<file path="src/rtl/parity_bank_writer.sv">
// parity_bank_writer
// Write-side controller for a two-bank, even-parity word memory.
// 16 words of {data, parity}; addr[3] selects the bank, the low bits select
// the word. Each accepted write is stored, then read back and verified.
// After every reset the whole memory is cleared before requests are taken.
module parity_bank_writer #(
  parameter int unsigned DEPTH_PER_BANK = 8,
  parameter int unsigned DATA_W         = 8
) (
  input  logic              clk,
  input  logic              reset_n,
  input  logic              wr_valid,
  output logic              wr_ready,
  input  logic [3:0]        wr_addr,
  input  logic [DATA_W-1:0] wr_data,
  input  logic              inj_perr,
  output logic              wr_done,
  output logic              err,
  output logic [3:0]        err_addr,
  input  logic [3:0]        rd_addr,
  output logic [DATA_W-1:0] rd_data,
  output logic              rd_parity,
  output logic              rd_perr,
  output logic              init_done
);

  localparam int unsigned IDX_W  = $clog2(DEPTH_PER_BANK);
  localparam int unsigned WORD_W = DATA_W + 1;

  typedef enum logic [1:0] {
    INIT   = 2'd0,
    IDLE   = 2'd1,
    WRITE  = 2'd2,
    VERIFY = 2'd3
  } state_t;

  state_t state;

  // Clear counter and captured request
  logic [3:0]        cnt;
  logic [3:0]        cap_addr;
  logic [DATA_W-1:0] cap_data;
  logic              cap_par;

  // Storage: word layout {data, parity}, parity at bit 0
  logic [WORD_W-1:0] bank1 [DEPTH_PER_BANK];
  logic [WORD_W-1:0] bank2 [DEPTH_PER_BANK];

  // Shared write port into the banks
  logic              mem_we;
  logic [3:0]        mem_waddr;
  logic [WORD_W-1:0] mem_wdata;

  // Read-back path used during VERIFY
  logic [WORD_W-1:0] ver_word;
  logic              verify_bad;

  // Read port word
  logic [WORD_W-1:0] rd_word;

  // Select the write source: clearing during INIT, captured request in WRITE
  always_comb begin
    mem_we    = 1'b0;
    mem_waddr = '0;
    mem_wdata = '0;
    case (state)
      INIT: begin
        mem_we    = 1'b1;
        mem_waddr = cnt;
        mem_wdata = '0;
      end
      WRITE: begin
        mem_we    = 1'b1;
        mem_waddr = cap_addr;
        mem_wdata = {cap_data, cap_par};
      end
      default: begin
        mem_we    = 1'b0;
      end
    endcase
  end

  // Bank storage; contents are not reset, INIT clears them instead
  always_ff @(posedge clk) begin
    if (mem_we) begin
      if (mem_waddr[3]) begin
        bank2[mem_waddr[IDX_W-1:0]] <= mem_wdata;
      end else begin
        bank1[mem_waddr[IDX_W-1:0]] <= mem_wdata;
      end
    end
  end

  // Read back the captured address and check data and even parity
  always_comb begin
    ver_word   = cap_addr[3] ? bank2[cap_addr[IDX_W-1:0]]
                             : bank1[cap_addr[IDX_W-1:0]];
    verify_bad = (ver_word[WORD_W-1:1] != cap_data) ||
                 (ver_word[0] != (^cap_data));
  end

  // Combinational fetch-side read port, no write bypass
  always_comb begin
    rd_word   = rd_addr[3] ? bank2[rd_addr[IDX_W-1:0]]
                           : bank1[rd_addr[IDX_W-1:0]];
    rd_data   = rd_word[WORD_W-1:1];
    rd_parity = rd_word[0];
    rd_perr   = rd_word[0] ^ (^rd_word[WORD_W-1:1]);
  end

  // Control FSM with registered handshake and status outputs
  always_ff @(posedge clk or negedge reset_n) begin
    if (!reset_n) begin
      state     <= INIT;
      cnt       <= '0;
      wr_ready  <= 1'b0;
      wr_done   <= 1'b0;
      err       <= 1'b0;
      err_addr  <= '0;
      init_done <= 1'b0;
      cap_addr  <= '0;
      cap_data  <= '0;
      cap_par   <= 1'b0;
    end else begin
      wr_done <= 1'b0;
      case (state)
        INIT: begin
          cnt <= cnt + 4'd1;
          if (cnt == 4'd15) begin
            state     <= IDLE;
            init_done <= 1'b1;
            wr_ready  <= 1'b1;
          end
        end
        IDLE: begin
          if (wr_valid) begin
            cap_addr <= wr_addr;
            cap_data <= wr_data;
            cap_par  <= (^wr_data) ^ inj_perr;
            wr_ready <= 1'b0;
            state    <= WRITE;
          end
        end
        WRITE: begin
          state <= VERIFY;
        end
        VERIFY: begin
          if (verify_bad) begin
            err      <= 1'b1;
            err_addr <= cap_addr;
          end
          wr_done  <= 1'b1;
          wr_ready <= 1'b1;
          state    <= IDLE;
        end
        default: begin
          state <= INIT;
        end
      endcase
    end
  end

endmodule
</file>
<file path="config.mk">
export PLATFORM = sky130hd
export DESIGN_NAME = parity_bank_writer
export DESIGN_NICKNAME = d
export VERILOG_FILES = /design/src/rtl/parity_bank_writer.sv
export SDC_FILE = /design/constraint.sdc
export NUM_CORES = 1
export LEC_CHECK = 0
export BUFFER_PORTS_ARGS = -buffer_cell sky130_fd_sc_hd__buf_2
export CAP_MARGIN = 10
export CORE_AREA = 2 2 155 142
export CTS_CLUSTER_DIAMETER = 30
export DETAILED_ROUTE_END_ITERATION = 7
export DIE_AREA = 0 0 157 144
export PLACE_DENSITY = 0.67
export SYNTH_ARGS = -nofsm -noshare
export SYNTH_HDL_FRONTEND = slang
export SYNTH_SLANG_ARGS = --single-unit
</file>
<file path="constraint.sdc">
create_clock -name clk -period 2.39 [get_ports clk]
set_input_delay 0.239 -clock clk [delete_from_list [all_inputs] [get_ports clk]]
set_output_delay 0.239 -clock clk [all_outputs]
set_load 0.1 [all_outputs]
</file>
==> qor.yml, run 1 <==
slew_headroom_pct: 60.45
leakagePower_nw: 3.882
synth_area_per_cell_um2: 17.61
pwr_density_cell_mw_per_mm2: 1292
die_y_um: 144
fin_util_pct: 50.16
hold_viol_final: 0
cap_viol_max_count: 0
reg2regPathDepth: 8
synth_cell_types: 46
synthArstFlopShare_pct: 15.79
core-area_mm2: 0.02112
drt_iter0_markers: 630
die_w_um: 157
seq_area_frac_synth_pct: 60.14
wl_per_cell_um: 24.49
fill_cells: 1701
drv_slew: 0
fmax_ghz: 0.3230
finClkSkew_ns: 0.007895
hold-path-endpoint: "cap_addr[3]$_DFFE_PN0P_"
fin_crit_sh_pct: 129.6
ir_worst_vdd_uv: 1419
synth_area_mm2: 0.008313
synthToLayoutAreaGrowth_pct: 27.45
violations: "negative setup slack"
hpwlAfterDp_mm: 14.96
cp_max_fo: 2
cts_tree: "done"
insertion_delay_ns: 0.44
numPortBuffers: 37
worstSetupPathType: "reg -> out"
fin_crit_ns: 3.096
r2r_start: "cap_addr[0]$_DFFE_PN0P_"
outcome: "finished, violations left"
drt_wl_total_mm: 22.26
dr.pass1.iters: 4
start_util_pct: 39.36
worstPathRequired_ns: 2.15
antenna_left: 0
holdPathStages: 2
start_kind: "flop"
grt_pass1_wl_mm: 33.45
yosysWarnings: 0
clk_root_buffer_cell: "clkbuf_16"
setup_viol: 10
end_kind: "primary output"
gp_congestion: 0.8688
syn-num-nets: 497
r2r_setup_slack_ns: -0.46
r2r-end: "err_addr[3]$_DFFE_PN0P_"
core.rowCount: 51
die-area_mm2: 0.02261
final_net_count: 630
synthCells: 472
grt-ovfl-total: 0
vias: 5171
clk_pin_slew_ns: 0.07
grt_pass1_vias: 5336
critical_path_arrival_ns: 2.86
clk_path_buf_depth: 2
hold_class: "in -> reg"
grt_max_degree: 28
antenna_found_initial: 0
drive_gt1_share_pct: 45.95
clock_sinks: 171
layout_commonest_cell: "edfxtp_1"
diodes: 0
numCtsBuffers: 17
synth_edf_count: 144
synth-main-ff-cell: "edfxtp_1"
avgViaCountPerCell: 5.689
place_ws_ns: -0.5191
io_pins: 38
drc: 0
track_usage_pct: 20.72
htree_levels: 4
hold_path_startpoint: "wr_addr[3]"
rsz0062_at_grt: "true"
synth-seq-cells: 171
final_cell_mix: "edfxtp_1 (144), buf_4 (86), mux4_2 (69), buf_2 (27), dfrtp_1 (26)"
worst_slew_pin_slew_ns: 0.5932
timing.final.ws_setup_ns: -0.7064
-- worst max path at each step --
stage	startpoint	endpoint	slack [ns]	cells past startpoint
after floorplan	rd_addr[0]	rd_perr	-0.82	8
after global placement	rd_addr[0]	rd_perr	-0.53	10
after detailed placement	cap_addr[1]$_DFFE_PN0P_	err_addr[2]$_DFFE_PN0P_	-0.52	8
after CTS	bank1[4][5]$_DFFE_PP_	rd_perr	-0.72	8
after global routing	bank1[3][0]$_DFFE_PP_	rd_perr	-0.80	8
final	bank2[5][2]$_DFFE_PP_	rd_perr	-0.71	8
-- timing repair --
item	4_1_cts	5_1_grt
pin swaps	7	1
gates cloned	1	0
setup buffers	10	4
setup endpoints to repair	14	39
hold buffers	1	0
resized for setup	37	10
hold endpoints to repair	27	0
-- sequential cells by signal (all words and copies together) (netlist names) --
signal and count:
cap_par 1, err 1, cnt 4, bank1 72, init_done 1, wr_done 1
err_addr 4, state 2, wr_ready 1, bank2 72, cap_addr 4, cap_data 8
-- cell type report --
class / count / area, µm² / area share (%)
Sequential cell: 171 / 5001 / 47.20
Multi-Input combinational cell: 265 / 3269 / 30.86
Timing Repair Buffer: 144 / 1320 / 12.46
Clock buffer: 18 / 429.2 / 4.051
Tap cell: 291 / 364.1 / 3.436
Clock inverter: 14 / 188.9 / 1.783
Inverter: 6 / 22.52 / 0.2126
-- per-stage QoR --
step	hold WS, ns	TNS (ns)	total power (W)	instance area, µm²	instances
finish	0.04192	-3.113	0.01369	10600	909
floorplan	-0.05659	-1.378	0.008254	8449	472
global placement	0.2649	-2.882	0.01017	9699	863
detailed placement	0.2807	-3.100	0.01028	9699	863
CTS	0.02779	-3.083	0.01368	10550	907
global route	0.02905	-3.894	0.01427	10600	909
-- critical path, cell delays in order, from the launching register on --
cell	delay, ns
edfxtp_1	0.42
mux4_2	0.46
mux4_2	0.54
xnor2_2	0.18
xnor2_2	0.22
xnor2_2	0.14
buf_6	0.15
xnor2_4	0.12
buf_12	0.19
-- per-layer routing --
metal	up-vias	wire length, µm	track usage, %	share of wire [%]
met3	40	1514	4.945	6.8
met2	225	10790	33.08	48
met4	0	558	6.615	2.5
met5	-	0	0	0
met1	2717	9392	28.25	42
li1	2189	-	-	-
-- Yosys cell counts, types with 6 or more instances --
cell type / count / area [µm²]
a22oi_1: 13 / 97.59
and2_1: 11 / 68.82
buf_1: 6 / 22.52
buf_2: 7 / 35.03
clkbuf_1: 11 / 41.29
dfrtp_1: 27 / 675.7
edfxtp_1: 144 / 4324
mux2_2: 19 / 214.0
mux2i_1: 20 / 200.2
mux4_1: 10 / 262.8
mux4_2: 64 / 1441
nand2_1: 19 / 71.32
nor2_1: 23 / 86.33
o21ai_0: 9 / 45.04
xnor2_1: 24 / 210.2
xor2_1: 7 / 61.31
-- power by group --
group | leakage (nW) | switching [W] | internal [W]
clock | 0.294 | 0.00122 | 0.00167
sequential | 1.65 | 0.000339 | 0.00389
combinational | 1.94 | 0.00349 | 0.00308
total | 3.88 | 0.00505 | 0.00864
-- logic make-up (layout without fill, tap and decap cells) --
| logic type | Yosys count | in the layout | share of synthesized area, % |
|---|---|---|---|
| buf+inv | 36 | 182 | 2.197 |
| compound gates | 43 | 43 | 3.883 |
| fa+ha+maj | 5 | 5 | 0.7526 |
| xor+xnor | 31 | 31 | 3.266 |
| flops | 171 | 171 | 60.14 |
| simple gates | 73 | 73 | 4.275 |
| mux | 113 | 113 | 25.48 |
Note: power is estimated with default switching activity, not from simulation.
==> inputs of run 2 (changes only) <==
Settings changed: SETUP_SLACK_MARGIN from default to 0.2.
==> run 2 against run 1 <==
  * The run still ends with negative setup slack left
  * Wire length increased by 5.5%
  * Final cell count increased by 3.3%
  * Register-to-register slack hardly changed
  * Sequential cell count is the same
  * Clock skew increased by 0.00074 ns
  * Setup slack worse by 0.16 ns
  * Total power grew 2.8%
  * Combinational power up 7.8%
  * Critical path depth rose by 1
  * Largest power group unchanged
  * Maximum frequency is 5.0% lower
  * First-iteration DRC count shrank 5.7%
  * Via count grew 3.1%
==> qor.yml, run 2 (same netlist as run 1, synthesis figures left out) <==
outcome: "finished, violations left"
violations: "negative setup slack"
htree_levels: 4  # unchanged
layout_commonest_cell: "edfxtp_1"
drive_gt1_share_pct: 53.55  # +7.6 points
drc: 0  # unchanged
rsz0062_at_grt: "true"
insertion_delay_ns: 0.43  # about the same
leakagePower_nw: 4.100  # +5.6%
finClkSkew_ns: 0.008630  # +0.0007353 ns
clock_sinks: 171  # unchanged
finalSetupTns_ns: -3.363  # -0.2504 ns
clk_pin_slew_ns: 0.07  # about the same
antenna_found_initial: 0  # unchanged
start_util_pct: 39.36  # unchanged
timing.final.ws_setup_ns: -0.8692  # -0.1627 ns
fmax_ghz: 0.3068  # -5.0%
setup_viol: 11  # +1
grt-ovfl-total: 0  # unchanged
cap_viol_max_count: 0  # unchanged
die-area_mm2: 0.02261  # unchanged
grt_pass1_wl_mm: 33.38  # -0.21%
crit_family: "multiplexers"
pwr_density_cell_mw_per_mm2: 1256  # -2.8%
worstPathRequired_ns: 2.15  # about the same
start_kind: "flop"
clk_path_buf_depth: 2  # unchanged
vias: 5331  # +3.1%
ir_worst_vdd_uv: 1346  # -5.1%
fin_crit_sh_pct: 136.4  # +6.8 points
diodes: 0  # unchanged
fin_crit_ns: 3.259  # +0.1627 ns
synthToLayoutAreaGrowth_pct: 34.77
slew_headroom_pct: 59.40  # -1.1 points
drt_wl_total_mm: 23.47  # +5.5%
grt_pass1_vias: 5386  # +0.94%
hpwlAfterDp_mm: 14.83  # -0.83%
numCtsBuffers: 17  # unchanged
die_y_um: 144  # unchanged
worstSetupPathType: "reg -> out"
cp_max_fo: 2  # unchanged
critical_path_arrival_ns: 3.02  # +0.16 ns
cpMaxStageDelayCell: "mux4_2"
gp_congestion: 0.8532  # -1.8%
die_w_um: 157  # unchanged
dr.pass1.iters: 6  # +2
wl_per_cell_um: 25.00  # +2.1%
final_net_count: 660  # +4.8%
hold_viol_final: 0  # unchanged
end_kind: "primary output"
core-area_mm2: 0.02112  # unchanged
numPortBuffers: 37  # unchanged
drv_slew: 0  # unchanged
antenna_left: 0  # unchanged
grt_max_degree: 28  # unchanged
worst_slew_pin_slew_ns: 0.6078  # +0.01459 ns
cp_cell_sequence: "mux4_2 -> mux4_2 -> xnor2_1 -> buf_4 -> xnor2_4 -> xnor2_2 -> buf_4 -> xnor2_4 -> buf_12"
clk_root_buffer_cell: "clkbuf_16"
drt_iter0_markers: 594  # -5.7%
critPathBufInv: 3  # +1
track_usage_pct: 20.70  # -0.022 points
avgViaCountPerCell: 5.677  # -0.20%
final_cell_mix: "edfxtp_1 (144), buf_4 (88), mux4_2 (71), buf_12 (31), buf_2 (29)"
max_stage_delay_ns: 0.53  # about the same
p_total_w: 0.01407  # +2.8%
core.rowCount: 51  # unchanged
cts_tree: "done"
hold_class: "in -> reg"
io_pins: 38  # unchanged
==> run 2: path summary, 6_finish.rpt <==
| check | startpoint | to | slack (ns) | cells past startpoint |
|---|---|---|---|---|
| worst max register to register | cap_addr[1]$_DFFE_PN0P_ | err_addr[0]$_DFFE_PN0P_ | -0.47 | 8 |
| worst min-delay path | wr_addr[3] | cap_addr[3]$_DFFE_PN0P_ | 0.04 | 2 |
| worst max-delay path | bank1[3][8]$_DFFE_PP_ | rd_perr | -0.87 | 9 |
| max in group asynchronous | reset_n | cap_addr[0]$_DFFE_PN0P_ | 1.60 | 2 |
| min in group asynchronous | reset_n | cnt[3]$_DFFE_PN0N_ | 0.35 | 2 |
| worst min register to register | err$_DFFE_PN0P_ | err$_DFFE_PN0P_ | 0.46 | 1 |
==> run 2: report_power, final <==
group	total, W	internal [W]	switching (W)
combinational	0.00708	0.00337	0.00371
clock	0.00273	0.00148	0.00125
sequential	0.00426	0.00389	0.000368
total	0.0141	0.00875	0.00532
==> run 2: cell type report <==
class | instances | area, µm²
clock inverter | 14 | 161.4
fill | 1654 | 9918
tap | 291 | 364.1
multi-input combinational | 265 | 3427
clock buffer | 18 | 429.2
timing repair buffer | 174 | 1795
sequential | 171 | 5004
inverter | 6 | 22.52
==> run 2: through the flow <==
stage,util [%],instances,instance area [µm²],hold slack [ns],setup WS (ns)
after global routing,53.04,939,11200,0.03817,-0.9892
after detailed placement,46.72,876,9867,0.2804,-0.6405
after CTS,51.05,918,10780,0.03204,-0.8539
final,53.04,939,11200,0.04352,-0.8692
after floorplan,-,472,8469,-0.05659,-0.8237
after global placement,46.72,876,9867,0.2672,-0.6032
==> run 2: repair_timing <==
item	CTS	global route
gates cloned	0	7
endpoints found under the hold margin	27	0
endpoints found under the setup margin	115	143
pin swaps	13	18
gates resized for setup	61	57
setup buffers	9	14
hold buffers	1	0
==> run 2: per-layer routing <==
metal | up-vias | wire length (µm) | GRT usage [%]
met5 | - | 0 | 0
met4 | 0 | 908 | 7.629
met3 | 57 | 2328 | 5.754
met2 | 325 | 11040 | 32.46
met1 | 2703 | 9191 | 27.74
li1 | 2246 | - | -
==> run 2: worst register-to-register path, stage by stage, from the launching register on <==
cell and delay, ns:
dfrtp_2 0.44, buf_12 0.15, mux4_2 0.52, mux4_2 0.50
xor2_2 0.18, nor4_2 0.24, buf_4 0.18, a41oi_4 0.17
mux2_4 0.35
